### src/rtl/fpu_pkg.sv
// Shared IEEE-754 single-precision constants and type definitions for the FPU blocks.
package fpu_pkg;

  localparam int unsigned FP_BIAS  = 127;
  localparam int unsigned FP_EXP_W = 8;
  localparam int unsigned FP_MAN_W = 23;

  localparam logic [31:0] INT_MAX = 32'h7FFF_FFFF;
  localparam logic [31:0] INT_MIN = 32'h8000_0000;

  typedef enum logic [1:0] {StIdle, StShift, StDone} state_e;

  typedef enum logic [1:0] {ClsZero, ClsNormal, ClsInf, ClsNan} fp_class_e;

endpackage

### src/rtl/fpu_unpack.sv
// Combinational single-precision unpacker: sign, unbiased exponent, mantissa with hidden bit
// and operand class. Zero and denormals are both reported as ClsZero.
module fpu_unpack
  import fpu_pkg::*;
(
  input  logic                  fpu_i,
  input  logic [30:0]           bits_i,
  output logic                  sign_o,
  output logic signed [8:0]     exp_o,
  output logic [FP_MAN_W:0]     man_o,
  output fp_class_e             cls_o
);

  logic [FP_EXP_W-1:0] biased;
  logic                frac_nz;

  assign sign_o  = fpu_i;
  assign biased  = bits_i[30:23];
  assign frac_nz = |bits_i[22:0];
  assign exp_o   = $signed({1'b0, biased} - 9'(FP_BIAS));
  assign man_o   = {1'b1, bits_i[22:0]};

  always_comb begin
    cls_o = ClsNormal;
    if (biased == '0) begin
      cls_o = ClsZero;
    end else if (biased == '1) begin
      cls_o = frac_nz ? ClsNan : ClsInf;
    end
  end

endmodule

### src/rtl/fpu_to_decimal.sv
// Iterative float-to-int32 converter, one alignment bit per clock, valid/ready on both sides.
// Define FPU_TO_DEC_ROUND_NEAREST_EN for round-to-nearest-even; default truncates toward zero.
module fpu_to_decimal
  import fpu_pkg::*;
#(
  parameter int unsigned MAX_SHIFT = 24
) (
  input  logic        clk,
  input  logic        rst,
  input  logic        in_valid,
  output logic        in_ready,
  input  logic [31:0] in_fpu,
  output logic        out_valid,
  input  logic        out_ready,
  output logic [31:0] out_dec,
  output logic        out_overflow,
  output logic        out_inexact
);

  localparam int unsigned CntW = $clog2(MAX_SHIFT + 1);

`ifdef FPU_TO_DEC_ROUND_NEAREST_EN
  localparam logic signed [8:0] MinExp = -9'sd1;
`else
  localparam logic signed [8:0] MinExp = 9'sd0;
`endif

  state_e            state_q;
  logic [31:0]       acc_q;
  logic [CntW-1:0]   cnt_q;
  logic              dir_left_q;
  logic              sign_q;
  logic              sticky_q;
  logic [31:0]       out_dec_q;
  logic              out_valid_q;
  logic              out_overflow_q;
  logic              out_inexact_q;

  logic              u_sign;
  logic signed [8:0] u_exp;
  logic [FP_MAN_W:0] u_man;
  fp_class_e         u_cls;

  logic [31:0]       acc_rnd;
  logic              inexact_c;

  fpu_unpack u_unpack (
    .fpu_i  (in_fpu[31]),
    .bits_i (in_fpu[30:0]),
    .sign_o (u_sign),
    .exp_o  (u_exp),
    .man_o  (u_man),
    .cls_o  (u_cls)
  );

`ifdef FPU_TO_DEC_ROUND_NEAREST_EN
  logic guard_q;

  always_comb begin
    acc_rnd   = acc_q + {31'b0, guard_q & (sticky_q | acc_q[0])};
    inexact_c = guard_q | sticky_q;
  end
`else
  always_comb begin
    acc_rnd   = acc_q;
    inexact_c = sticky_q;
  end
`endif

  assign in_ready     = (state_q == StIdle) && !rst;
  assign out_valid    = out_valid_q;
  assign out_dec      = out_dec_q;
  assign out_overflow = out_overflow_q;
  assign out_inexact  = out_inexact_q;

  always_ff @(posedge clk or posedge rst) begin
    if (rst) begin
      state_q        <= StIdle;
      acc_q          <= '0;
      cnt_q          <= '0;
      dir_left_q     <= 1'b0;
      sign_q         <= 1'b0;
      sticky_q       <= 1'b0;
`ifdef FPU_TO_DEC_ROUND_NEAREST_EN
      guard_q        <= 1'b0;
`endif
      out_dec_q      <= '0;
      out_valid_q    <= 1'b0;
      out_overflow_q <= 1'b0;
      out_inexact_q  <= 1'b0;
    end else begin
      unique case (state_q)
        StIdle: begin
          if (in_valid) begin
            sign_q         <= u_sign;
            acc_q          <= {8'b0, u_man};
            sticky_q       <= 1'b0;
`ifdef FPU_TO_DEC_ROUND_NEAREST_EN
            guard_q        <= 1'b0;
`endif
            out_dec_q      <= '0;
            out_overflow_q <= 1'b0;
            out_inexact_q  <= 1'b0;
            state_q        <= StDone;
            out_valid_q    <= 1'b1;
            unique case (u_cls)
              ClsZero: out_inexact_q <= |in_fpu[22:0];
              ClsNan:  out_overflow_q <= 1'b1;
              ClsInf: begin
                out_dec_q      <= u_sign ? INT_MIN : INT_MAX;
                out_overflow_q <= 1'b1;
              end
              default: begin
                if (u_exp >= 9'sd31) begin
                  // -2^31 is the only representable value with e >= 31.
                  out_dec_q      <= u_sign ? INT_MIN : INT_MAX;
                  out_overflow_q <= (in_fpu != 32'hCF00_0000);
                end else if (u_exp < MinExp) begin
                  out_inexact_q <= 1'b1;
                end else begin
                  dir_left_q  <= (u_exp > 9'sd23);
                  cnt_q       <= (u_exp > 9'sd23) ? CntW'(u_exp - 9'sd23) : CntW'(9'sd23 - u_exp);
                  state_q     <= StShift;
                  out_valid_q <= 1'b0;
                end
              end
            endcase
          end
        end
        StShift: begin
          if (cnt_q != '0) begin
            cnt_q <= cnt_q - CntW'(1);
            if (dir_left_q) begin
              acc_q <= acc_q << 1;
            end else begin
              acc_q <= acc_q >> 1;
`ifdef FPU_TO_DEC_ROUND_NEAREST_EN
              guard_q  <= acc_q[0];
              sticky_q <= sticky_q | guard_q;
`else
              sticky_q <= sticky_q | acc_q[0];
`endif
            end
          end else begin
            out_dec_q      <= sign_q ? -acc_rnd : acc_rnd;
            out_inexact_q  <= inexact_c;
            out_overflow_q <= 1'b0;
            out_valid_q    <= 1'b1;
            state_q        <= StDone;
          end
        end
        StDone: begin
          if (out_ready) begin
            out_valid_q <= 1'b0;
            state_q     <= StIdle;
          end
        end
        default: state_q <= StIdle;
      endcase
    end
  end

endmodule
### config.mk
export PLATFORM = sky130hd
export DESIGN_NAME = fpu_to_decimal
export DESIGN_NICKNAME = d
export VERILOG_FILES = /design/src/rtl/fpu_pkg.sv /design/src/rtl/fpu_unpack.sv /design/src/rtl/fpu_to_decimal.sv
export SDC_FILE = /design/constraint.sdc
export NUM_CORES = 1
export LEC_CHECK = 0
export ABC_AREA = 1
export BUFFER_PORTS_ARGS = -buffer_cell sky130_fd_sc_hd__buf_2
export CORE_UTILIZATION = 45
export CTS_BUF_LIST = sky130_fd_sc_hd__clkbuf_2
export DETAILED_ROUTE_END_ITERATION = 8
export GPL_TIMING_DRIVEN = 0
export PLACE_DENSITY = 0.67
export SYNTH_ARGS = -nofsm -noshare
export SYNTH_HDL_FRONTEND = slang
export SYNTH_SLANG_ARGS = --single-unit
### constraint.sdc
create_clock -name clk -period 2.35 [get_ports clk]
set_input_delay 0.47 -clock clk [delete_from_list [all_inputs] [get_ports clk]]
set_output_delay 0.47 -clock clk [all_outputs]
set_load 0.02 [all_outputs]
==> summary.md <==
| Metric | Value |
|---|---|
| Status | complete, but fails checks |
| Failing checks | DRC |
| Post-synthesis average cell area | 6.77 um^2 |
| First-pass GRT wire length | 25800 um |
| CP Class | flop to output pin |
| # port buffers | 71 |
| Commonest non-fill, non-tap cells in the layout | nand2_1, nor2_1, inv_1 |
| Clock sink count | 77 |
| Die width | 112 um |
| Tot Pwr | 7620 uW |
| Relative slew margins | 44.8% |
| DRC | 6 |
| Largest net degree at the start of global routing | 41 |
| DR top layer | met4 |
| Detailed-route via count | 5593 |
| Yosys Warn Count | 0 |
| Buf/Inv on CP | 3 |
| Final cell count without fillers | 1034 |
| Final period util | 93.2% |
| XOR/XNOR Fraction of Synth Area | 1.91% |
| Largest family of logic cells by synthesized area | simple AND/OR/NAND/NOR gates |
| Post-synthesis sequential area ratio | 35.5% |
| Num CTS Buffers | 9 |
| Die area | 12500 um^2 |
| Grt ovf | 0 |
| Area added between synthesis and finish | 13.1% |
| CP most frequent cell | inv_1 |
| Core area | 11600 um^2 |
| Worst-path fanout max | 6 |
| Max clock buf depth | 2 |
| Clock transition at the registers of the reported paths | 0.22 ns |
| Clk_skew | 0.0252 ns |
| CTS tree | done |
| Max H-tree Level | 3 |
| Critical path arrival | 1.72 ns |
| P_leak | 0.00307 uW |
| Library cells used by synthesis | 36 |
| Clock Tree Root | clkbuf_2 |
| PnR worst setup slack | 0.159 ns |
| Critical Path RT | 1.88 ns |
| Fin crit period | 2.19 ns |
| Mux contribution to synthesized area | 0% |
| Met3 Wirelength | 1210 um |
| TritonRoute pass-1 iters | 9 |
| Startpoint types | flop |
| ANT nets after route | 0 |
| Starting Density | 46.8% |
| Setup WS pre-CTS | -0.250 ns |
| Height of the chip | 112 um |
| Complex-gate fraction of the synthesized area | 20.4% |
| Global-route usage over all layers | 26.0% |
| Final setup violation count | 0 |
| Wire length per cell | 15.1 um |
| Synthesized cell area | 5440 um^2 |
| Commonest non-fill, non-tap cell in the layout | nand2_1 |
| Crit. End Element | output pin |
| Initial drt markers | 419 |
| Worst VDD drop | 534 uV |
| Vias in the first global route | 5186 |
| Slew Limit Fails | 0 |
| Initial antenna violation count | 0 |
| Cell Chain, Critical Path | inv_1 -> ha_1 -> inv_1 -> nor2_1 -> buf_2 |
| IO Pins | 72 |
| Max-Cap Viols | 0 |
| RSZ-0062 raised after global routing | no |
| WL final | 15600 um |
| Via/cell ratio | 5.41 |
| Post-Syn Nets | 850 |
| Syn Inst Count | 803 |
| Crit-path slowest cell | dfrtp_1 |
| DP Cell Count | 1018 |
| Hold Path Class | primary input to asynchronous set/reset pin |
| Site Rows | 39 |
| Layout cells sized above 1 | 16.4% |
| Metal-1 WL | 7270 um |
| Clk_lat worst skew | 0.56 ns |
| N_diodes | 0 |
| Multi-input combinational cell area | 3010 um^2 |
| Detail Placement HPWL | 12100 um |
| Final GP Congestion | 0.962 |
| Fillers | 1235 |
| Hold Fails Final Rpt | 0 |
| Crit-path leading delay family | flip-flops |
| Post-synthesis register bit count | 77 |
| Critical Path Max Stage Delay | 0.42 ns |
| # nets final | 933 |
| Register area | 1930 um^2 |
| Synth Area in Adders | 2.53% |
| Worst hold margin | 0.0206 ns |
| Cell area power density | 1240 nW/um^2 |
| WL met2 | 6840 um |
| Least-Margin Pin Slew | 0.826 ns |
| Fmax | 0.456 GHz |
| Simple-gate share of the synthesized area | 30.4% |
## cells in the mapped netlist
| master | n | area [um^2] |
|---|---|---|
| a21oi_1 | 45 | 225 |
| a21oi_2 | 25 | 219 |
| a31oi_1 | 14 | 87.6 |
| and3_1 | 1 | 6.26 |
| buf_1 | 1 | 3.75 |
| buf_2 | 7 | 35.0 |
| buf_6 | 3 | 33.8 |
| clkbuf_1 | 27 | 101 |
| clkinv_1 | 4 | 15.0 |
| dfrtp_1 | 77 | 1930 |
| ha_1 | 11 | 138 |
| inv_1 | 83 | 312 |
| inv_2 | 1 | 3.75 |
| nand2_1 | 201 | 754 |
| nand2_2 | 5 | 31.3 |
| nand3_1 | 46 | 230 |
| nand3_2 | 1 | 10.0 |
| nand3_4 | 1 | 17.5 |
| nand4_1 | 10 | 62.6 |
| nor2_1 | 107 | 402 |
| nor2_2 | 3 | 18.8 |
| nor2_4 | 2 | 22.5 |
| nor3_1 | 8 | 40.0 |
| nor3b_1 | 1 | 7.51 |
| nor4_1 | 6 | 37.5 |
| o2111ai_1 | 7 | 61.3 |
| o211ai_1 | 2 | 15.0 |
| o21ai_0 | 75 | 375 |
| o21ai_1 | 1 | 5.00 |
| o221ai_1 | 10 | 87.6 |
| o22ai_1 | 3 | 18.8 |
| o31ai_1 | 2 | 15.0 |
| or2_1 | 1 | 6.26 |
| or2_2 | 1 | 6.26 |
| xnor2_2 | 1 | 16.3 |
| xor2_1 | 10 | 87.6 |
## through the flow
stage                     area [um^2]  setup TNS (ns)  utilization, %
after CTS                        6130               0            52.8
after detailed placement         5990          -11.21            51.6
after floorplan                  5440               0               -
final                            6150               0            52.9
after global placement           5970           -8.80            51.4
after global routing             6150               0            52.9
## worst register-to-register path: stages (launching register included)
cell	delay, ns
dfrtp_1	0.55
clkbuf_1	0.40
clkbuf_1	0.52
nand3_1	0.15
a31oi_1	0.35
a21oi_2	0.09
## power by group
| part | switching (uW) | internal [uW] |
|---|---|---|
| sequential | 439 | 1920 |
| clock | 483 | 346 |
| combinational | 3060 | 1370 |
## final timing paths
path	from	end	slack, ns	cells after the start
setup / recovery	state_q[1]$_DFFE_PP0P_	in_ready	0.16	5
hold / removal	rst	out_dec[14]$_DFFE_PP0P_	0.02	2
setup reg to reg	sign_q$_DFFE_PP0P_	out_dec[2]$_DFFE_PP0P_	0.19	5
hold reg to reg	out_valid$_DFFE_PP0P_	out_valid$_DFFE_PP0P_	0.50	2
max in group asynchronous	rst	inexact_c$_DFFE_PP0P_	1.66	3
min in group clk	in_fpu[15]	acc_q[15]$_DFFE_PP0P_	0.15	3
## flip-flops by register name (all words and copies together), names as in the netlist
name and flops:
acc_q 32, dir_left_q 1, out_overflow 1, inexact_c 1, sign_q 1, state_q 2
out_dec 32, out_inexact 1, out_valid 1, cnt_q 5
## logic make-up (layout without fill, tap and decap cells)
| group | after synthesis | after routing |
|---|---|---|
| AO/OA/AOI/OAI | 184 | 184 |
| XOR/XNOR | 11 | 11 |
| adder cells (fa/ha/maj) | 11 | 11 |
| buffers and inverters | 126 | 214 |
| flip-flops | 77 | 77 |
| AND/OR/NAND/NOR | 394 | 394 |
## metal layers
layer | track usage [%] | up-vias
met3 | 3.86 | 20
li1 | - | 2814
met5 | 0 | -
met1 | 37.9 | 2531
met4 | 7.48 | 0
met2 | 40.0 | 228
## cell type report
| class | count | share of cell area [%] |
|---|---|---|
| plain buffers | 38 | 3.09 |
| clock buffers | 10 | 0.814 |
| clock inverters | 6 | 1.26 |
| inverters | 88 | 5.50 |
| multi-input cells | 600 | 49.0 |
| flip-flops and latches | 77 | 31.4 |
| well taps | 143 | 2.91 |
| repair buffers | 72 | 6.11 |
## timing repair
| item | CTS | global route |
|---|---|---|
| hold endpoints to repair | 0 | 0 |
| endpoints found under the setup margin | 69 | 70 |
| resized for setup | 7 | 10 |
| buffers inserted | 0 | 0 |
| hold buffers | 0 | 0 |
Note: power is estimated with default switching activity, not from simulation.
